## src/rtl/instability_sweep_ctrl_pkg.sv

```systemverilog
// Shared types and default constants for the instability sweep controller.
package instability_sweep_ctrl_pkg;

    typedef enum logic [2:0] {
        StIdle,
        StSettle,
        StWaitQ,
        StLocked,
        StFail
    } state_e;

    typedef enum logic {
        PhCoarse,
        PhFine
    } phase_e;

    localparam int unsigned DefWidth        = 10;
    localparam int unsigned DefDelta        = 300;
    localparam int unsigned DefCoarseStep   = 50;
    localparam int unsigned DefFineStep     = 5;
    localparam int unsigned DefSettleCycles = 16;
    localparam int unsigned DefIrefMin      = 0;

endpackage

```

## src/rtl/instability_sweep_ctrl_settle_timer.sv

```systemverilog
// Loadable down-counter: after a load, done_o rises on the SETTLE_CYCLES-th enabled clock.
module instability_sweep_ctrl_settle_timer #(
    parameter int unsigned SETTLE_CYCLES = 16
) (
    input  logic clk,
    input  logic rst,
    input  logic load_i,
    input  logic en_i,
    output logic done_o
);

    localparam int unsigned CntW = (SETTLE_CYCLES > 1) ? $clog2(SETTLE_CYCLES) : 1;
    localparam logic [CntW-1:0] LoadVal = CntW'(SETTLE_CYCLES - 1);
    localparam logic [CntW-1:0] One     = CntW'(1);

    logic [CntW-1:0] count_q, count_d;

    // Reload on entry, then count down to zero while enabled.
    always_comb begin
        count_d = count_q;
        if (load_i) begin
            count_d = LoadVal;
        end else if (en_i && (count_q != '0)) begin
            count_d = count_q - One;
        end
    end

    // Counter register.
    always_ff @(posedge clk or posedge rst) begin
        if (rst) begin
            count_q <= '0;
        end else begin
            count_q <= count_d;
        end
    end

    assign done_o = en_i && (count_q == '0);

endmodule

```

## src/rtl/instability_sweep_ctrl.sv

```systemverilog
// Two-phase (coarse, then fine) i_ref sweep that stops at the onset of Q instability.
module instability_sweep_ctrl
    import instability_sweep_ctrl_pkg::*;
#(
    parameter int unsigned WIDTH         = DefWidth,
    parameter int unsigned DELTA         = DefDelta,
    parameter int unsigned COARSE_STEP   = DefCoarseStep,
    parameter int unsigned FINE_STEP     = DefFineStep,
    parameter int unsigned SETTLE_CYCLES = DefSettleCycles,
    parameter int unsigned IREF_MIN      = DefIrefMin
) (
    input  logic             clk,
    input  logic             rst,
    input  logic             start,
    input  logic             abort,
    input  logic             q_valid,
    input  logic [WIDTH-1:0] q_measured,
    output logic [WIDTH-1:0] i_ref_setup,
    output logic             busy,
    output logic             locked,
    output logic             fail,
    output logic [WIDTH-1:0] q_peak,
    output logic [WIDTH-1:0] i_ref_at_peak
);

    localparam logic [WIDTH-1:0]        CoarseStepW = WIDTH'(COARSE_STEP);
    localparam logic [WIDTH-1:0]        FineStepW   = WIDTH'(FINE_STEP);
    localparam logic [WIDTH-1:0]        IrefMinW    = WIDTH'(IREF_MIN);
    localparam logic signed [WIDTH:0]   DeltaS      = (WIDTH + 1)'(DELTA);

    state_e           state_q, state_d;
    phase_e           phase_q, phase_d;
    logic [WIDTH-1:0] i_ref_q, i_ref_d;
    logic [WIDTH-1:0] q_prev_q, q_prev_d;
    logic             has_prev_q, has_prev_d;
    logic             busy_q, busy_d;
    logic             locked_q, locked_d;
    logic             fail_q, fail_d;
    logic [WIDTH-1:0] q_peak_q, q_peak_d;
    logic [WIDTH-1:0] i_ref_at_peak_q, i_ref_at_peak_d;

    logic signed [WIDTH:0] diff;
    logic [WIDTH-1:0]      step;
    logic                  unstable, at_floor, start_ok, sample;
    logic                  timer_load, timer_en, timer_done;

    instability_sweep_ctrl_settle_timer #(
        .SETTLE_CYCLES (SETTLE_CYCLES)
    ) u_settle_timer (
        .clk    (clk),
        .rst    (rst),
        .load_i (timer_load),
        .en_i   (timer_en),
        .done_o (timer_done)
    );

    // Sample evaluation and handshake qualification shared by both comb processes.
    always_comb begin
        step     = (phase_q == PhCoarse) ? CoarseStepW : FineStepW;
        // Signed WIDTH+1 difference so a falling Q can never look like a large rise.
        diff     = $signed({1'b0, q_measured}) - $signed({1'b0, q_prev_q});
        unstable = has_prev_q && (diff > DeltaS);
        at_floor = (i_ref_q - IrefMinW) < step;
        start_ok = start && !abort;
        sample   = (state_q == StWaitQ) && q_valid && !abort;
    end

    // State register.
    always_ff @(posedge clk or posedge rst) begin
        if (rst) begin
            state_q <= StIdle;
        end else begin
            state_q <= state_d;
        end
    end

    // Next-state logic; abort overrides every transition.
    always_comb begin
        state_d = state_q;
        case (state_q)
            StIdle, StLocked, StFail: begin
                if (start_ok) state_d = StSettle;
            end
            StSettle: begin
                if (timer_done) state_d = StWaitQ;
            end
            StWaitQ: begin
                if (sample) begin
                    if (unstable) begin
                        state_d = (phase_q == PhCoarse) ? StSettle : StLocked;
                    end else begin
                        state_d = at_floor ? StFail : StSettle;
                    end
                end
            end
            default: state_d = StIdle;
        endcase
        if (abort) state_d = StIdle;
    end

    assign timer_load = (state_d == StSettle) && (state_q != StSettle);
    assign timer_en   = (state_q == StSettle);

    // Datapath and flag next-state values.
    always_comb begin
        phase_d         = phase_q;
        i_ref_d         = i_ref_q;
        q_prev_d        = q_prev_q;
        has_prev_d      = has_prev_q;
        locked_d        = locked_q;
        fail_d          = fail_q;
        q_peak_d        = q_peak_q;
        i_ref_at_peak_d = i_ref_at_peak_q;
        busy_d          = (state_d == StSettle) || (state_d == StWaitQ);

        if (start_ok && (state_q inside {StIdle, StLocked, StFail})) begin
            i_ref_d         = '1;
            phase_d         = PhCoarse;
            has_prev_d      = 1'b0;
            locked_d        = 1'b0;
            fail_d          = 1'b0;
            q_peak_d        = '0;
            i_ref_at_peak_d = '1;
        end else if (sample) begin
            if (!unstable) begin
                if (q_measured > q_peak_q) begin
                    q_peak_d        = q_measured;
                    i_ref_at_peak_d = i_ref_q;
                end
                q_prev_d   = q_measured;
                has_prev_d = 1'b1;
                if (at_floor) begin
                    fail_d = 1'b1;
                end else begin
                    i_ref_d = i_ref_q - step;
                end
            end else if (phase_q == PhCoarse) begin
                // Back off to the last stable coarse point and refine from there.
                i_ref_d    = i_ref_q + CoarseStepW;
                phase_d    = PhFine;
                has_prev_d = 1'b0;
            end else begin
                i_ref_d  = i_ref_q + FineStepW;
                locked_d = 1'b1;
            end
        end
    end

    // Datapath and output registers.
    always_ff @(posedge clk or posedge rst) begin
        if (rst) begin
            phase_q         <= PhCoarse;
            i_ref_q         <= '1;
            q_prev_q        <= '0;
            has_prev_q      <= 1'b0;
            busy_q          <= 1'b0;
            locked_q        <= 1'b0;
            fail_q          <= 1'b0;
            q_peak_q        <= '0;
            i_ref_at_peak_q <= '1;
        end else begin
            phase_q         <= phase_d;
            i_ref_q         <= i_ref_d;
            q_prev_q        <= q_prev_d;
            has_prev_q      <= has_prev_d;
            busy_q          <= busy_d;
            locked_q        <= locked_d;
            fail_q          <= fail_d;
            q_peak_q        <= q_peak_d;
            i_ref_at_peak_q <= i_ref_at_peak_d;
        end
    end

    assign i_ref_setup   = i_ref_q;
    assign busy          = busy_q;
    assign locked        = locked_q;
    assign fail          = fail_q;
    assign q_peak        = q_peak_q;
    assign i_ref_at_peak = i_ref_at_peak_q;

endmodule

```

## config.mk

```make
export PLATFORM = sky130hd
export DESIGN_NAME = instability_sweep_ctrl
export DESIGN_NICKNAME = d
export VERILOG_FILES = /design/src/rtl/instability_sweep_ctrl_pkg.sv /design/src/rtl/instability_sweep_ctrl_settle_timer.sv /design/src/rtl/instability_sweep_ctrl.sv
export SDC_FILE = /design/constraint.sdc
export NUM_CORES = 1
export LEC_CHECK = 0
export ABC_AREA = 1
export BUFFER_PORTS_ARGS = -buffer_cell sky130_fd_sc_hd__buf_4
export CORE_MARGIN = 10
export CORE_UTILIZATION = 59
export DETAILED_ROUTE_END_ITERATION = 12
export PLACE_DENSITY = 0.8
export SLEW_MARGIN = 20
export SYNTH_ARGS = -nofsm -noshare
export SYNTH_HDL_FRONTEND = slang
export SYNTH_SLANG_ARGS = --single-unit
```

## constraint.sdc

```tcl
create_clock -name clk -period 3.1 [get_ports clk]
set_clock_uncertainty 0.15 [all_clocks]
set_input_delay 0.62 -clock clk [delete_from_list [all_inputs] [get_ports clk]]
set_output_delay 0.62 -clock clk [all_outputs]
set_load 0.05 [all_outputs]
```

Yosys cells after proc, flatten, opt, wreduce, memory -nomap -nowiden
Cells that the tools add are included.
- input bits: 15
- logic and storage cells: 98
- output and inout port bits: 33
- register bits: 52
- magnitude comparators: 3
- bitwise operators: 2
- equality and inequality tests: 10
- reduce and logical (&&, ||, !) cells: 28
- add/subtract/negate cells: 5
- multiplexer cells: 39
- operator list (operator ; count):
    $mux 10 ; 13
    $mux 3 ; 6
    $mux 1 ; 15
    $reduce_and 3->1 ; 4
    $reduce_bool 2->1 ; 6
    $gt 11x10->1 const B ; 1
    $sub 10x10->11 ; 1
    $add 10x3->10 const B ; 1
    $add 10x6->10 const B ; 1
    $gt 10x10->1 ; 1
    $lt 10x6->1 ; 1
    $sub 10x6->10 ; 1
    $eq 3x2->1 const B ; 3
    $pmux 3 s3 ; 1
    $logic_and 1x1->1 ; 8
    $mux 4 ; 2
    $eq 3x1->1 const B ; 2
    $mux 6 ; 1
    $ne 3x2->1 const B ; 2
    $reduce_and 2->1 ; 3
    $logic_not 4->1 ; 1
    $reduce_bool 4->1 ; 1
    $sub 4x1->4 const B ; 1
    $eq 3x3->1 const B ; 1
    9 further kinds ; 10

Depth between registers and ports, before layout
- depth in word-level cells: 10
- depth in mapped cells: 20

Cells and area by module
A second synthesis with hierarchy kept.
- cell total of the unflattened synthesis: 521
- area, all modules: 3860.0 um2
- modules (own cells, without submodules) (module ; cells an instance ; area each (um2) ; times used):
    instability_sweep_ctrl ; 486 ; 3599.7 ; 1
    instability_sweep_ctrl_settle_timer ; 35 ; 260.2 ; 1

Least setup slack after synthesis
Ideal clock, no wire load.
- path type: input to register
- from: in q_measured[0]
- to: reg i_ref_q[9], in the netlist i_ref_setup[9]
- path slack: 0.373 ns
- arrival time: 2.498 ns
- cell stages on the path: 19
- path through: inv_1 ha_1 inv_1 fa_1 o21ai_0 nor2_1 nand3_1 nand2_1 nand2_1 nand3_1 nand2_2 nand2_4 nand2_8 nand2_4 nand2_8 nand2_8 buf_8 nand2_1 o21ai_2
- cells in the longest elaborated chain, start to end: 6
- elaborated cells between the ends (all ways): 8
- RTL lines (element ; RTL line ; text):
    start: declaration ; instability_sweep_ctrl.sv:17 ; input logic [WIDTH-1:0] q_measured,
    $sub 10x10->11 (*) ; instability_sweep_ctrl.sv:61 ; diff = $signed({1'b0, q_measured}) - $signed({1'b0, q_prev_q});
    $gt 11x10->1 (*) ; instability_sweep_ctrl.sv:62 ; unstable = has_prev_q && (diff > DeltaS);
    $logic_and 1x1->1 (*) ; instability_sweep_ctrl.sv:62 ;
    $mux 10 ; instability_sweep_ctrl.sv:125 ; if (!unstable) begin
    $mux 10 ; instability_sweep_ctrl.sv:124 ; end else if (sample) begin
    $mux 10 ; instability_sweep_ctrl.sv:116 ; if (start_ok && (state_q inside {StIdle, StLocked, StFail})) begin
    end signal: assignment ; instability_sweep_ctrl.sv:163 ; i_ref_q <= i_ref_d;
    end: declaration ; instability_sweep_ctrl.sv:33 ; logic [WIDTH-1:0] i_ref_q, i_ref_d;
Every way passes the cells marked *; elsewhere a longest branch is shown, timed or not. The select of a mux whose other input is x is not followed.
A chain may end at the register's enable or synchronous reset.

Final worst setup path
- from: reg i_ref_q[0], in the netlist i_ref_setup[0]
- to: reg i_ref_q[4], in the netlist i_ref_setup[4]
- cells in the longest elaborated chain, start to end: 5
- elaborated cells between the ends (all ways): 11
- RTL lines (element ; RTL line ; text):
    $sub 10x6->10, or another cell as far along ; instability_sweep_ctrl.sv:135 ; i_ref_d = i_ref_q - step;
    $mux 10, on equally long branches ; instability_sweep_ctrl.sv:132, instability_sweep_ctrl.sv:137 ;
    $mux 10 ; instability_sweep_ctrl.sv:125 ;
    $mux 10 ; instability_sweep_ctrl.sv:124 ;
    $mux 10 ; instability_sweep_ctrl.sv:116 ;
Parallel ways exist; a longest one is shown, timed or not. The select of a mux whose other input is x is not followed.

==> implementation parameters <==
Parameter                              Value

Logic synthesis
  Fraction of synthesized cell area in xor and xnor cells    4.05%
  Adder-cell share of the synthesized area    10.7%
  Asr flop ratio synth    100%
  Count of different cell masters after synthesis    37
  Number of synthesized flops with an enable pin    0
  Total number of yosys warnings    0
  Simple-Gate Fraction of Synth Area    25.4%
  Synth Flop Type    dfrtp_1
  Cell count after synthesis    511
  Count of state elements after synthesis    52
  Average footprint of a synthesized cell    7.61 um2
  Share of the yosys chip area belonging to registers    34.1%
  Cell Area, Synth    3890 um2
  Number of nets in the synthesized netlist    558
  Multiplexer share of the synthesized area    0%
  Main combinational cell family by area after synthesis    simple AND/OR/NAND/NOR gates
  Fraction of the mapped netlist area in compound gates    15.7%

Timing
  Max_slew headroom    44.2%
  Unrepaired setup endpoints after global routing    false
  Clock period minus worst slack    2.90 ns
  Transition time of the tightest slew-check pin    0.835 ns
  Worst hold slack    0.318 ns
  Slew Viols, Final    0
  Final Hold Vio Count    0
  Timing-limited maximum frequency    345 MHz
  Total negative setup slack    0 ns
  Worst Setup Slack, final    0.204 ns
  Post-route clock period utilization    93.4%
  Final setup violation count    0

Worst setup path
  Startpoint type of the worst setup path    flip-flop
  Critical Path AT    2.99 ns
  Most frequent cell on the critical path    inv_1
  Category of the critical setup timing path    reg -> reg
  Crit path capture type    flip-flop
  Worst stage delay on the critical path    0.41 ns
  Critical R2R Launch    i_ref_setup[0]
  Required time reported for the critical path endpoint    3.20 ns
  Standard cell with the maximum stage delay on the critical path    dfstp_2
  Cells along the critical path    inv_1 -> ha_1 -> inv_1 -> fa_1 -> nand2_1 -> a21oi_1 -> o21ai_0 -> nand2_1 -> nor2_2 -> nand3_1 -> inv_1 -> nand2_4 -> nand2_8 -> nand2_8 -> o21ai_0 -> o21ai_1
  Worst-case register-to-register setup slack    0.20 ns
  FF-to-FF path depth    16
  Reg2reg end    i_ref_setup[4]
  Top fanout value on the critical path    19

GRT
  Number of global-route vias before repair    3394
  Initial antenna violation count    0
  Wire length of the first global-routing pass    16100 um
  GRT met2 Usage    30.8%
  Met3 GRT Util    3.68%
  Remaining global-route overflow    0
  Global route hottest layer    met2
  GR Layer Usage met1    24.8%
  Overall global routing resource usage    18.8%
  Largest net degree at the start of global routing    41

Place
  Placed instance count    628
  Count of port buffers added during placement    47
  Final RePlAce weighted congestion    0.932
  Final HPWL DP    7270 um
  Standard cell area after detailed placement    4340 um2
  Pre-CTS worst setup slack    0.0246 ns

Floorplan
  Chip Height    101 um
  Count of boundary I/O pins    48
  Die width    101 um
  Starting utilization of the core area    60.9%
  Total number of placement rows    29
  Core Area    6390 um2
  Total Die Area    10200 um2

Clock tree
  Clock slew seen by the registers of the worst setup and hold paths    0.11 ns
  Clock tree from TritonCTS    yes
  Clock Root Buffer    clkbuf_8
  Bufs on Longest Clock Path    2
  # H-tree levels    2
  CTS sink cnt    52
  Cts hold-fix bufs    0
  Number of buffers inserted to repair setup after CTS    0
  Clock network latency to the later pin of the worst-skew pair    0.31 ns
  Count of instances resized after the clock tree is built    0
  CTS Buf Count    5

Status
  Result of the run    finished clean

Power
  Leak    0.00224 uW
  Pwr dens    651 nW/um2
  Maximum ir drop on the vdd rail    0.000567 V

Cells and area
  P&R area growth vs syn    14.4%
  Finished Layout Cells    636
  Summed area of non-filler cells in the final layout    4450 um2
  Number of diodes    0
  Final-stage net count    605
  Layout cells sized above 1    20.2%

Routing
  Routed wire length    9610 um
  Detailed Routing Iterations Pass 1    6
  Detail-routed net length per standard cell    15.1 um
  Count of vias placed by the detailed router    3592
  Residual DRC    0
  Post-route antenna net violation count    0
  Drt first-iter violations    185
  Vias per cell    5.65

Hold path
  Class of the tightest hold or removal check    in -> async

Flow run
  Number of maximum-capacitance constraint violations    0
[worst max-delay path by stage]
stage / start / depth (start not counted) / endpoint
after CTS: i_ref_setup[0] / 16 / i_ref_setup[4]
after global placement: q_measured[0] / 17 / q_peak[9]
final: i_ref_setup[0] / 16 / i_ref_setup[4]
after detailed placement: q_measured[0] / 17 / q_peak[1]
after floorplan: q_measured[0] / 19 / i_ref_setup[9]
after global routing: i_ref_setup[0] / 16 / i_ref_setup[5]
[stage by stage]
| stage | util, % | total power, uW |
|---|---|---|
| finish | 69.7 | 2900 |
| global route | 69.7 | 3100 |
| CTS | 69.6 | 2890 |
| detailed placement | 67.9 | 2430 |
| global placement | 67.9 | 2390 |
| floorplan | - | 2060 |
[synth_stat cells (all sizes together), types with 2 or more instances]
cell    instances  area (um2)
a211oi          5        37.5
a21oi          23         138
buf             7        45.0
clkbuf          9        35.0
dfrtp          32         801
dfstp          20         526
fa              2        40.0
ha             30         375
inv            82         308
nand2         123         536
nand3          45         230
nand3b          4        30.0
nand4           6        52.6
nor2           27         101
nor3            6        30.0
o211ai         12        90.1
o21a            2        15.0
o21ai          44         254
o22ai          10        62.6
xnor2           2        17.5
xor2           16         140
[per-layer routing]
metal	share of wire (%)	wire (um)	up-vias
li1	-	-	1766
met1	44	4230	1680
met2	48	4620	124
met3	6.3	602	22
met4	1.6	157	0
met5	0	0	-
[cell type report]
class | count | area, um2
Clock buffer | 6 | 93.8
Clock inverter | 2 | 15.0
Fill cell | 553 | 1940
Inverter | 83 | 312
Multi-Input combinational cell | 360 | 2170
Sequential cell | 52 | 1330
Tap cell | 77 | 96.3
Timing Repair Buffer | 56 | 433
[sequential cells by signal (all words and copies together), names as in the netlist]
name                    cells
q_prev_q                   10
locked                      1
u_settle_timer.count_q      4
state_q                     3
i_ref_at_peak              10
phase_q                     1
i_ref_setup                10
q_peak                     10
busy                        1
has_prev_q                  1
fail                        1
[cell families (layout without fill, tap and decap cells)]
group	Yosys count	count (layout)
simple gates	212	212
fa+ha+maj	32	32
flops	52	52
buf+inv	99	147
compound gates	98	98
xor+xnor	18	18
[layout by cell type (no fill, tap or decap), drive strengths merged]
cell,Yosys,final
nor2,27,27
clkinv,1,1
nand4,6,6
nor3,6,6
fa,2,2
o22ai,10,10
clkbuf,9,6
dfstp,20,20
a211oi,5,5
o21bai,1,1
o21ai,44,44
o31ai,1,1
o211ai,12,12
inv,82,84
or2,1,1
o21a,2,2
xnor2,2,2
ha,30,30
xor2,16,16
nand3b,4,4
a21oi,23,23
dfrtp,32,32
nand2,123,123
buf,7,56
nand3,45,45
[worst max-delay path: cells and delay by family (launching register included)]
family | cells | cell delay, ns
and+or+nand+nor | 7 | 0.77
adders and majority gates | 2 | 0.57
AOI/OAI and AO/OA | 4 | 0.54
DFF | 1 | 0.41
buffers and inverters | 3 | 0.39
[where the power goes]
group	internal (uW)	switching, uW	total (uW)	leakage [uW]
clock network	212	252	464	0.0000573
registers	840	177	1020	0.000636
logic	485	931	1420	0.00155
total	1540	1360	2900	0.00224
Power figures use the tool's default switching activity.
